$ cat config.mk
export PLATFORM = sky130hd
export DESIGN_NAME = sub_bla_serial
export DESIGN_NICKNAME = d
export VERILOG_FILES = /design/src/rtl/sub_bla_serial.sv
export SDC_FILE = /design/constraint.sdc
export NUM_CORES = 1
export LEC_CHECK = 0
export ABC_CLOCK_PERIOD_IN_PS = 2050
export BUFFER_PORTS_ARGS = -buffer_cell sky130_fd_sc_hd__buf_2
export CAP_MARGIN = 0
export CORE_UTILIZATION = 40
export CTS_CLUSTER_DIAMETER = 150
export DETAILED_ROUTE_END_ITERATION = 12
export GPL_ROUTABILITY_DRIVEN = 1
export HOLD_SLACK_MARGIN = 0.03
export PLACE_DENSITY_LB_ADDON = 0.05
export SYNTH_ARGS = -nofsm -noshare
export SYNTH_HDL_FRONTEND = slang
export SYNTH_SLANG_ARGS = --single-unit
$ cat constraint.sdc
create_clock -name clk -period 2.05 [get_ports clk]
set_input_delay 0.41 -clock clk [delete_from_list [all_inputs] [get_ports clk]]
set_output_delay 0.41 -clock clk [all_outputs]
set_load 0.005 [all_outputs]
$ cat src/rtl/sub_bla_serial.sv
// Nibble-serial subtractor: d = a - b - bi, one 4-bit borrow-lookahead slice per cycle,
// LSB slice first, behind a valid/ready handshake on both sides.
module sub_bla_serial #(
   parameter int WIDTH = 16
) (
   input  logic             clk,
   input  logic             rst,
   input  logic             in_valid,
   output logic             in_ready,
   input  logic [WIDTH-1:0] a,
   input  logic [WIDTH-1:0] b,
   input  logic             bi,
   output logic             out_valid,
   input  logic             out_ready,
   output logic [WIDTH-1:0] d,
   output logic             bo,
   output logic             ovf,
   output logic             zero
);

   localparam int N  = WIDTH / 4;
   localparam int CW = (N > 1) ? $clog2(N) : 1;

   typedef enum logic [1:0] {
      IDLE = 2'd0,
      RUN  = 2'd1,
      DONE = 2'd2
   } state_t;

   state_t           state_reg, state_next;
   logic [WIDTH-1:0] a_reg, b_reg, d_reg;
   logic [WIDTH-1:0] d_shift;
   logic [CW-1:0]    cnt_reg;
   logic             borrow_reg;
   logic             a_msb_reg, b_msb_reg;
   logic             bo_reg, ovf_reg, zero_reg;
   logic             last_slice;

   logic [3:0] g, p, slice_d;
   logic [4:0] c;

   // Per-bit borrow generate/propagate and difference for the current low nibble
   generate
      for (genvar gi = 0; gi < 4; gi++) begin : g_bit
         assign g[gi]       = ~a_reg[gi] & b_reg[gi];
         assign p[gi]       = ~(a_reg[gi] ^ b_reg[gi]);
         assign slice_d[gi] = a_reg[gi] ^ b_reg[gi] ^ c[gi];
      end
   endgenerate

   // Fully expanded lookahead; every borrow depends directly on c[0]
   assign c[0] = borrow_reg;
   assign c[1] = g[0] | (p[0] & c[0]);
   assign c[2] = g[1] | (p[1] & g[0]) | (p[1] & p[0] & c[0]);
   assign c[3] = g[2] | (p[2] & g[1]) | (p[2] & p[1] & g[0])
               | (p[2] & p[1] & p[0] & c[0]);
   assign c[4] = g[3] | (p[3] & g[2]) | (p[3] & p[2] & g[1])
               | (p[3] & p[2] & p[1] & g[0]) | (p[3] & p[2] & p[1] & p[0] & c[0]);

   generate
      if (N > 1) begin : g_shift_multi
         assign d_shift = {slice_d, d_reg[WIDTH-1:4]};
      end else begin : g_shift_single
         assign d_shift = slice_d;
      end
   endgenerate

   assign last_slice = (cnt_reg == CW'(N - 1));

   always_ff @(posedge clk) begin
      if (rst) begin
         state_reg <= IDLE;
      end else begin
         state_reg <= state_next;
      end
   end

   always_comb begin
      state_next = state_reg;
      in_ready   = 1'b0;
      out_valid  = 1'b0;
      case (state_reg)
         IDLE: begin
            in_ready = 1'b1;
            if (in_valid) begin
               state_next = RUN;
            end
         end
         RUN: begin
            if (last_slice) begin
               state_next = DONE;
            end
         end
         DONE: begin
            out_valid = 1'b1;
            if (out_ready) begin
               state_next = IDLE;
            end
         end
         default: state_next = IDLE;
      endcase
   end

   always_ff @(posedge clk) begin
      if (rst) begin
         a_reg      <= '0;
         b_reg      <= '0;
         d_reg      <= '0;
         cnt_reg    <= '0;
         borrow_reg <= 1'b0;
         a_msb_reg  <= 1'b0;
         b_msb_reg  <= 1'b0;
         bo_reg     <= 1'b0;
         ovf_reg    <= 1'b0;
         zero_reg   <= 1'b0;
      end else begin
         case (state_reg)
            IDLE: begin
               if (in_valid) begin
                  a_reg      <= a;
                  b_reg      <= b;
                  borrow_reg <= bi;
                  cnt_reg    <= '0;
                  a_msb_reg  <= a[WIDTH-1];
                  b_msb_reg  <= b[WIDTH-1];
               end
            end
            RUN: begin
               a_reg      <= a_reg >> 4;
               b_reg      <= b_reg >> 4;
               d_reg      <= d_shift;
               borrow_reg <= c[4];
               cnt_reg    <= cnt_reg + CW'(1);
               // Flags are frozen on the last slice so they hold steady through DONE
               if (last_slice) begin
                  bo_reg   <= c[4];
                  ovf_reg  <= (a_msb_reg != b_msb_reg) & (slice_d[3] != a_msb_reg);
                  zero_reg <= (d_shift == '0);
               end
            end
            default: ;
         endcase
      end
   end

   assign d    = d_reg;
   assign bo   = bo_reg;
   assign ovf  = ovf_reg;
   assign zero = zero_reg;

endmodule

-- Word level (Yosys, flattened, before mapping)
Index checks and enable logic that the tools add are counted.
- flip-flop bits (word level): 58
- input bits: 37
- output and inout port bits: 21
- add/sub/neg operators: 1
- equal/unequal tests: 8
- multiplexer cells: 14
- bitwise operators: 47
- reductions and logical operators: 7
- operator list (kind ; number):
    16-bit case mux with 2 select lines ; 2
    16-bit 2-to-1 mux ; 2
    1-bit AND ; 21
    16-bit logical NOT ; 1
    1-bit OR ; 10
    2-bit 2-to-1 mux ; 4
    1-bit inverter ; 8
    1-bit bitwise XOR ; 8
    2-bit != test (second input constant) ; 3
    2-bit case mux with 3 select lines ; 1
    2-bit AND reduction ; 3
    2-bit == test (second input constant) ; 2
    2-bit case mux with 2 select lines ; 1
    1-bit 2-to-1 mux ; 3
    3-bit AND reduction ; 1
    2-bit by 1-bit adder with 2-bit output (second input constant) ; 1
    2-bit by 1-bit == test with 1-bit output (second input constant) ; 1
    2-bit logical NOT ; 1
    1-bit != test ; 2
    1-bit case mux with 2 select lines ; 1
    2-bit nonzero test ; 1

-- Logic depth before layout (Yosys ltp)
Gate-level depths: netlist of run 1.
- word-level depth: 9
- gate-level depth with buffers: 6
- gate-level depth less buffers: 6

-- Least setup slack after synthesis of run 1
OpenSTA, ideal clock, no wires.
- path type: flip-flop to flip-flop
- from: reg a_reg[0]
- to: reg ovf_reg (netlist: ovf)
- library setup time: 86 ps
- data arrival time: 1460 ps
- required time: 1964 ps
- setup slack: 505 ps
- stages on the path, launching flop included: 7
- path buffers: 0
- clock period less this slack: 1545 ps
- cell sequence: dfxtp_1 inv_1 ha_1 a21oi_1 nor2_1 o311a_1 a211oi_1
- cells in the longest elaborated chain, start to end: 8
- RTL lines (item ; line ; text):
    start: declaration ; 31 ; logic [WIDTH-1:0] a_reg, b_reg, d_reg;
    start signal: assignment ; 129 ; a_reg <= a_reg >> 4;
    1-bit inverter or 1-bit bitwise XOR (tied branches) ; 45, 46 ;
    1-bit AND or 1-bit inverter (tied branches) ; 45, 46 ;
    1-bit AND, on equally long branches ; 55, 56 ;
    1-bit OR or 1-bit AND (tied branches) ; 55, 56 ;
    1-bit OR (*) ; 56 ; | (p[2] & p[1] & p[0] & c[0]);
    1-bit bitwise XOR (*) ; 47 ; assign slice_d[gi] = a_reg[gi] ^ b_reg[gi] ^ c[gi];
    1-bit != test (*) ; 137 ; ovf_reg <= (a_msb_reg != b_msb_reg) & (slice_d[3] != a_msb_reg);
    1-bit AND (*) ; 137 ;
    end signal: assignment ; 137 ;
    end: declaration ; 36 ; logic bo_reg, ovf_reg, zero_reg;
Mark *: on every way between the ends. The rest lies on a longest branch, timed or not.
A chain may end at the register's enable or synchronous reset.

-- Final worst setup path of run 1
Ends and elaborated chain as after synthesis.

==> impl_metrics.csv, run 1 <==
group,metric,value,unit
status,status,"complete, no violations",
placement,placed_cell_area,0.00289,mm²
final_layout,register_area,0.00116,mm²
sta,setup_viol,0,
power,peakVddDrop,0.422,mV
clock_tree,postCtsSetupBuffers,0,
final_layout,n_fill_cell,659,
sta,layout_setup_ws,0.373,ns
logic_synthesis,synth_ff_type,"dfxtp_1",
final_layout,final_area,0.00305,mm²
grt,overflow,0,
grt,antenna_found_initial,0,
logic_synthesis,synth_edf_count,0,
final_layout,multi_input_area,0.00123,mm²
placement,dp_cells,438,
clock_tree,clock_path_buffers,2,
final_layout,fin_nets,416,
routing,vias_per_cell,5.10,
critical_path,r2r-start,"a_reg[0]",
logic_synthesis,ys_ff_latch,58,
clock_tree,clkTransAtPathRegs,0.06,ns
logic_synthesis,syn_area,0.00262,mm²
logic_synthesis,async_reset_ff_share,0,%
grt,grt_max_degree,53,
hold_path,whs_path_depth,3,
placement,dpl_worst_slack,0.402,ns
critical_path,worstPathRequired,2.29,ns
routing,drt_iter0_markers,132,
power,p_leak,1.29,nW
sta,final.setup_skew,0.00532,ns
critical_path,start_kind,"flip-flop",
clock_tree,postCtsHoldBufs,0,
die,die_height,83.0,µm
grt,grt_pass1_wl,10700,µm
sta,final_hold_viol_count,0,
logic_synthesis,avgSynthCellArea,7.92,µm²
die,die_area,0.00688,mm²
clock_tree,root_buffer,"clkbuf_8",
routing,dr_total_vias,2302,
clock_tree,cts_tree,"yes",
final_layout,drive_gt1_share,21.9,%
grt,grt.total_usage,19.6,%
logic_synthesis,yosysWarnings,0,
routing,wl,6440,µm
hold_path,hold_end,"a_reg[13]",
critical_path,critical_path.max_fanout,4,
final_layout,area.growth.synth_to_final,16.3,%
sta,min_period,1.68,ns
routing,dr.pass1.iters,4,
logic_synthesis,synth-seq-area-share,44.3,%
routing,ant_nets,0,
placement,io_buffers,57,
logic_synthesis,synthCells,331,
critical_path,reg2reg_to,"ovf",
critical_path,ff2ff_setup_slack,0.37,ns
sta,max_freq,0.596,GHz
critical_path,crit_type,"flip-flop to flip-flop",
die,coreArea,0.00635,mm²
sta,drv_slew,0,
grt,grt_pass1_vias,2205,
final_layout,antenna_cells,0,
final_layout,final_util,48.0,%
routing,post_drt_wl_per_cell,14.3,µm
die,die_x,83.0,µm
critical_path,reg2reg_depth,6,
sta,rsz0062_at_grt,"no",
critical_path,cp-end-kind,"flip-flop",
clock_tree,cts_sinks,58,
sta,worst_pin_slew,0.385,ns
routing,route.detailed.drc,0,
sta,min_period_over_period,81.8,%
die,io_pins,58,
clock_tree,cts_buffers,9,
final_layout,final_cells,451,
hold_path,min_from,"a[13]",
hold_path,hp-class,"primary input to flip-flop",
placement,place_congestion,0.756,
power,p_per_area,851,mW/mm²
logic_synthesis,synth_cell_types,34,
sta,slew-limit-headroom,74.3,%
clock_tree,postCtsResizedCells,0,
power,finalPower,2.60,mW
sta,tns,0,ns
critical_path,cp.arrival,1.92,ns
die,rows,29,
clock_tree,cts_max_level,3,
logic_synthesis,synth_nets,375,
job,maxCapViolCount,0,
sta,hold-worst-slack,0.319,ns
placement,dp_hpwl,4330,µm
clock_tree,clock_latency,0.33,ns
die,start_util,41.3,%
==> synthesized netlist by cell type (all sizes together) (3+ instances only) <==
library cell	n	share of area [%]
nand2	90	13
dfxtp	58	44
nor2	37	5.4
a21oi	32	6.1
a311oi	24	8.3
buf	22	6.0
clkbuf	13	1.9
inv	9	1.3
nand3	8	1.5
ha	6	2.9
a211oi	4	1.1
nor3	4	0.76
nand2b	3	0.72
nor4	3	0.95
==> cell usage in the layout (no fill, tap or decap), drive strengths merged <==
master / instances
a31o: 1
inv: 9
o21a: 1
o311a: 1
nor3: 4
xnor2: 1
nor2: 37
a22oi: 1
dfxtp: 58
o21ai: 2
and4: 1
nand2b: 3
xor2: 1
a21o: 1
clkbuf: 13
o21bai: 2
nand3: 8
nand2: 90
nor3b: 2
or4: 1
ha: 6
a211oi: 4
a21oi: 32
buf: 65
nor4: 3
a311oi: 24
fa: 1
nor2b: 2
==> report_power, final <==
part / switching (mW) / internal (mW) / leakage [nW] / total, mW
Combinational: 0.259 / 0.181 / 0.729 / 0.439
Sequential: 0.0538 / 1.21 / 0.476 / 1.26
Clock: 0.411 / 0.486 / 0.0815 / 0.897
==> worst max-delay path, cell delays in order, from the launching register on <==
cell and delay [ns]:
dfxtp_1 0.38, inv_1 0.08, ha_1 0.33, a21oi_1 0.15, nor2_1 0.09, o311a_1 0.36, a211oi_1 0.20
==> layout make-up <==
class | instances | share of cell area [%]
Tap cell | 77 | 3.16
Clock buffer | 13 | 5.21
Multi-Input combinational cell | 229 | 40.3
Sequential cell | 58 | 38.1
Inverter | 9 | 1.11
Timing Repair Buffer | 65 | 12.1
==> logic make-up after synthesis <==
| family | count (synthesis) | share of synthesized area, % |
|---|---|---|
| AND/OR/NAND/NOR | 151 | 24.2 |
| AO/OA/AOI/OAI | 69 | 18.0 |
| flip-flops | 58 | 44.3 |
| buffers and inverters | 44 | 9.16 |
| adder cells (fa/ha/maj) | 7 | 3.63 |
| XOR/XNOR | 2 | 0.668 |
==> how the worst max path moves through the flow <==
stage | start | end | slack (ns) | cells after the start
after floorplan | a_reg[0] | ovf | 0.50 | 6
after global placement | a_reg[0] | ovf | 0.43 | 6
after detailed placement | b_reg[0] | zero | 0.40 | 5
after CTS | a_reg[0] | ovf | 0.37 | 6
after global routing | a_reg[0] | ovf | 0.21 | 6
final | a_reg[0] | ovf | 0.37 | 6
==> metal layers <==
metal / up-vias / track usage [%] / routed length [µm]
li1: 1195 / - / -
met1: 1044 / 28.3 / 3380
met4: 0 / 8.78 / 110
met3: 11 / 4.87 / 262
met2: 52 / 27.4 / 2690
met5: - / 0 / 0
Power figures use the tool's default switching activity.
==> run 2, diff against run 1 <==
Settings changed: ABC_CLOCK_PERIOD_IN_PS 2050 to 1600.
Clock period 2.05 ns to 1.6 ns, I/O delays scaled along.
==> impl_metrics.csv, run 2 (same netlist as run 1, synthesis figures left out) <==
group,metric,value,unit
status,status,"complete, no violations",
placement,dp_cells,444,
critical_path,r2r-start,"a_reg[0]",
power,power_frac_comb,17.3,%
power,peakVddDrop,0.528,mV
die,io_pins,58,
sta,setup_viol,0,
job,maxCapViolCount,0,
routing,drt_iter0_markers,80,
final_layout,final_area,0.00326,mm²
grt,overflow,0,
critical_path,reg2reg_to,"zero",
clock_tree,clock_path_buffers,2,
critical_path,cp-end-kind,"flip-flop",
critical_path,crit_type,"flip-flop to flip-flop",
grt,grt_pass1_wl,10900,µm
power,p_per_area,1160,mW/mm²
clock_tree,clock_latency,0.34,ns
critical_path,critical_path.max_fanout,2,
sta,drv_slew,0,
critical_path,endpoint,"zero",
critical_path,ff2ff_setup_slack,0.04,ns
clock_tree,cts_buffers,9,
clock_tree,cts_sinks,58,
power,p_leak,1.36,nW
critical_path,cp.arrival,1.79,ns
final_layout,final_cell_mix,"nand2_1, buf_2, dfxtp_1",
grt,grt_max_degree,45,
placement,dp_hpwl,4380,µm
final_layout,fin_nets,421,
final_layout,n_fill_cell,622,
power,power_frac_clock,40.0,%
die,start_util,41.3,%
clock_tree,clkTransAtPathRegs,0.07,ns
final_layout,final_cells,459,
grt,antenna_found_initial,0,
clock_tree,cts_tree,"yes",
die,die_height,83.0,µm
routing,ant_nets,0,
routing,vias_per_cell,5.13,
final_layout,final_common_cell,"nand2_1",
grt,grt_pass1_vias,2207,
power,p_switching,1.03,mW
die,rows,29,
placement,place_congestion,0.787,
sta,final_hold_viol_count,0,
routing,dr.pass1.iters,4,
sta,rsz0062_at_grt,"yes",
critical_path,reg2reg_depth,6,
placement,io_buffers,57,
sta,final.setup_skew,0.00843,ns
routing,wl,6560,µm
clock_tree,root_buffer,"clkbuf_8",
critical_path,startpoint,"a_reg[0]",
hold_path,hp-class,"primary input to flip-flop",
sta,min_period_over_period,97.4,%
critical_path,worstPathRequired,1.83,ns
die,die_area,0.00688,mm²
final_layout,area.growth.synth_to_final,24.3,%
grt,grt.total_usage,20.3,%
power,internal_power,2.75,mW
power,netSwitchingFraction,27.2,%
die,coreArea,0.00635,mm²
die,die_x,83.0,µm
critical_path,start_kind,"flip-flop",
clock_tree,cts_max_level,3,
sta,min_period,1.56,ns
final_layout,drive_gt1_share,28.0,%
sta,max_freq,0.642,GHz
sta,slew-limit-headroom,70.9,%
routing,post_drt_wl_per_cell,14.3,µm
placement,placed_cell_area,0.00296,mm²
routing,dr_total_vias,2354,
sta,worst_pin_slew,0.432,ns
power,pwr-share-seq,42.7,%
final_layout,antenna_cells,0,
routing,route.detailed.drc,0,
[run 2: cell count changes in the layout (fill, tap and decap cells not counted), moves of 4 or more]
cell     change
dfxtp_1      -4
dfxtp_2      +4
ha_1         -4
ha_4         +4
[run 2: how the worst min path moves through the flow]
stage	startpoint	endpoint	slack (ns)	cells past startpoint
floorplan	a_reg[15]	a_reg[15]	0.44	2
global placement	d[1]	d[1]	0.44	2
detailed placement	d[3]	d[3]	0.44	2
CTS	b[12]	b_reg[12]	0.20	3
global route	b[12]	b_reg[12]	0.20	3
finish	b[12]	b_reg[12]	0.22	3
[run 2: repair_timing]
item                       in CTS  in global routing
setup buffers                   0                  0
hold endpoints to repair        0                  0
resized for setup               4                 14
setup endpoints to repair       3                  4
hold buffers                    0                  0
cloned                          0                  0
pin swaps                       3                  7
[run 2: critical path, stage by stage, from the launching register on]
cell     delay [ns]
dfxtp_2        0.33
buf_6          0.11
fa_2           0.37
xor2_1         0.19
nor2_2         0.06
and4_1         0.19
a31o_1         0.19
[run 2: power groups by stage]
stage,Clock [mW],Sequential [mW],Combinational (mW)
global placement,0,1.64,0.605
finish,1.51,1.61,0.655
global route,1.63,1.63,0.730
detailed placement,0,1.64,0.611
floorplan,0,1.62,0.418
CTS,1.55,1.61,0.636
[run 2: final cells by class]
type / count / area [µm²] / share of cell area (%)
inverters: 9 / 33.8 / 1.04
clock buffers: 11 / 141 / 4.34
well taps: 77 / 96.3 / 2.96
multi-input cells: 229 / 1310 / 40.1
flip-flops and latches: 58 / 1170 / 35.8
repair buffers: 70 / 437 / 13.4
clock inverters: 5 / 77.6 / 2.38
[run 2: metrics by stage]
step / setup WS, ns / utilization (%) / TNS (ns) / total power [mW] / hold slack (ns)
floorplan: 0.0549 / - / 0 / 2.04 / 0.437
global placement: 0.0199 / 46.6 / 0 / 2.24 / 0.441
detailed placement: -0.00351 / 46.6 / -0.00351 / 2.25 / 0.444
CTS: 0.0129 / 50.6 / 0 / 3.79 / 0.201
global route: -0.0230 / 51.3 / -0.0239 / 3.99 / 0.196
finish: 0.0423 / 51.3 / 0 / 3.78 / 0.217
[run 2: metal layers]
| metal | vias up | global-route usage, % | wire length [µm] |
|---|---|---|---|
| met2 | 63 | 28.4 | 2840 |
| met1 | 1078 | 29.2 | 3240 |
| li1 | 1207 | - | - |
| met4 | 0 | 8.46 | 68 |
| met3 | 6 | 5.67 | 413 |
| met5 | - | 0 | 0 |
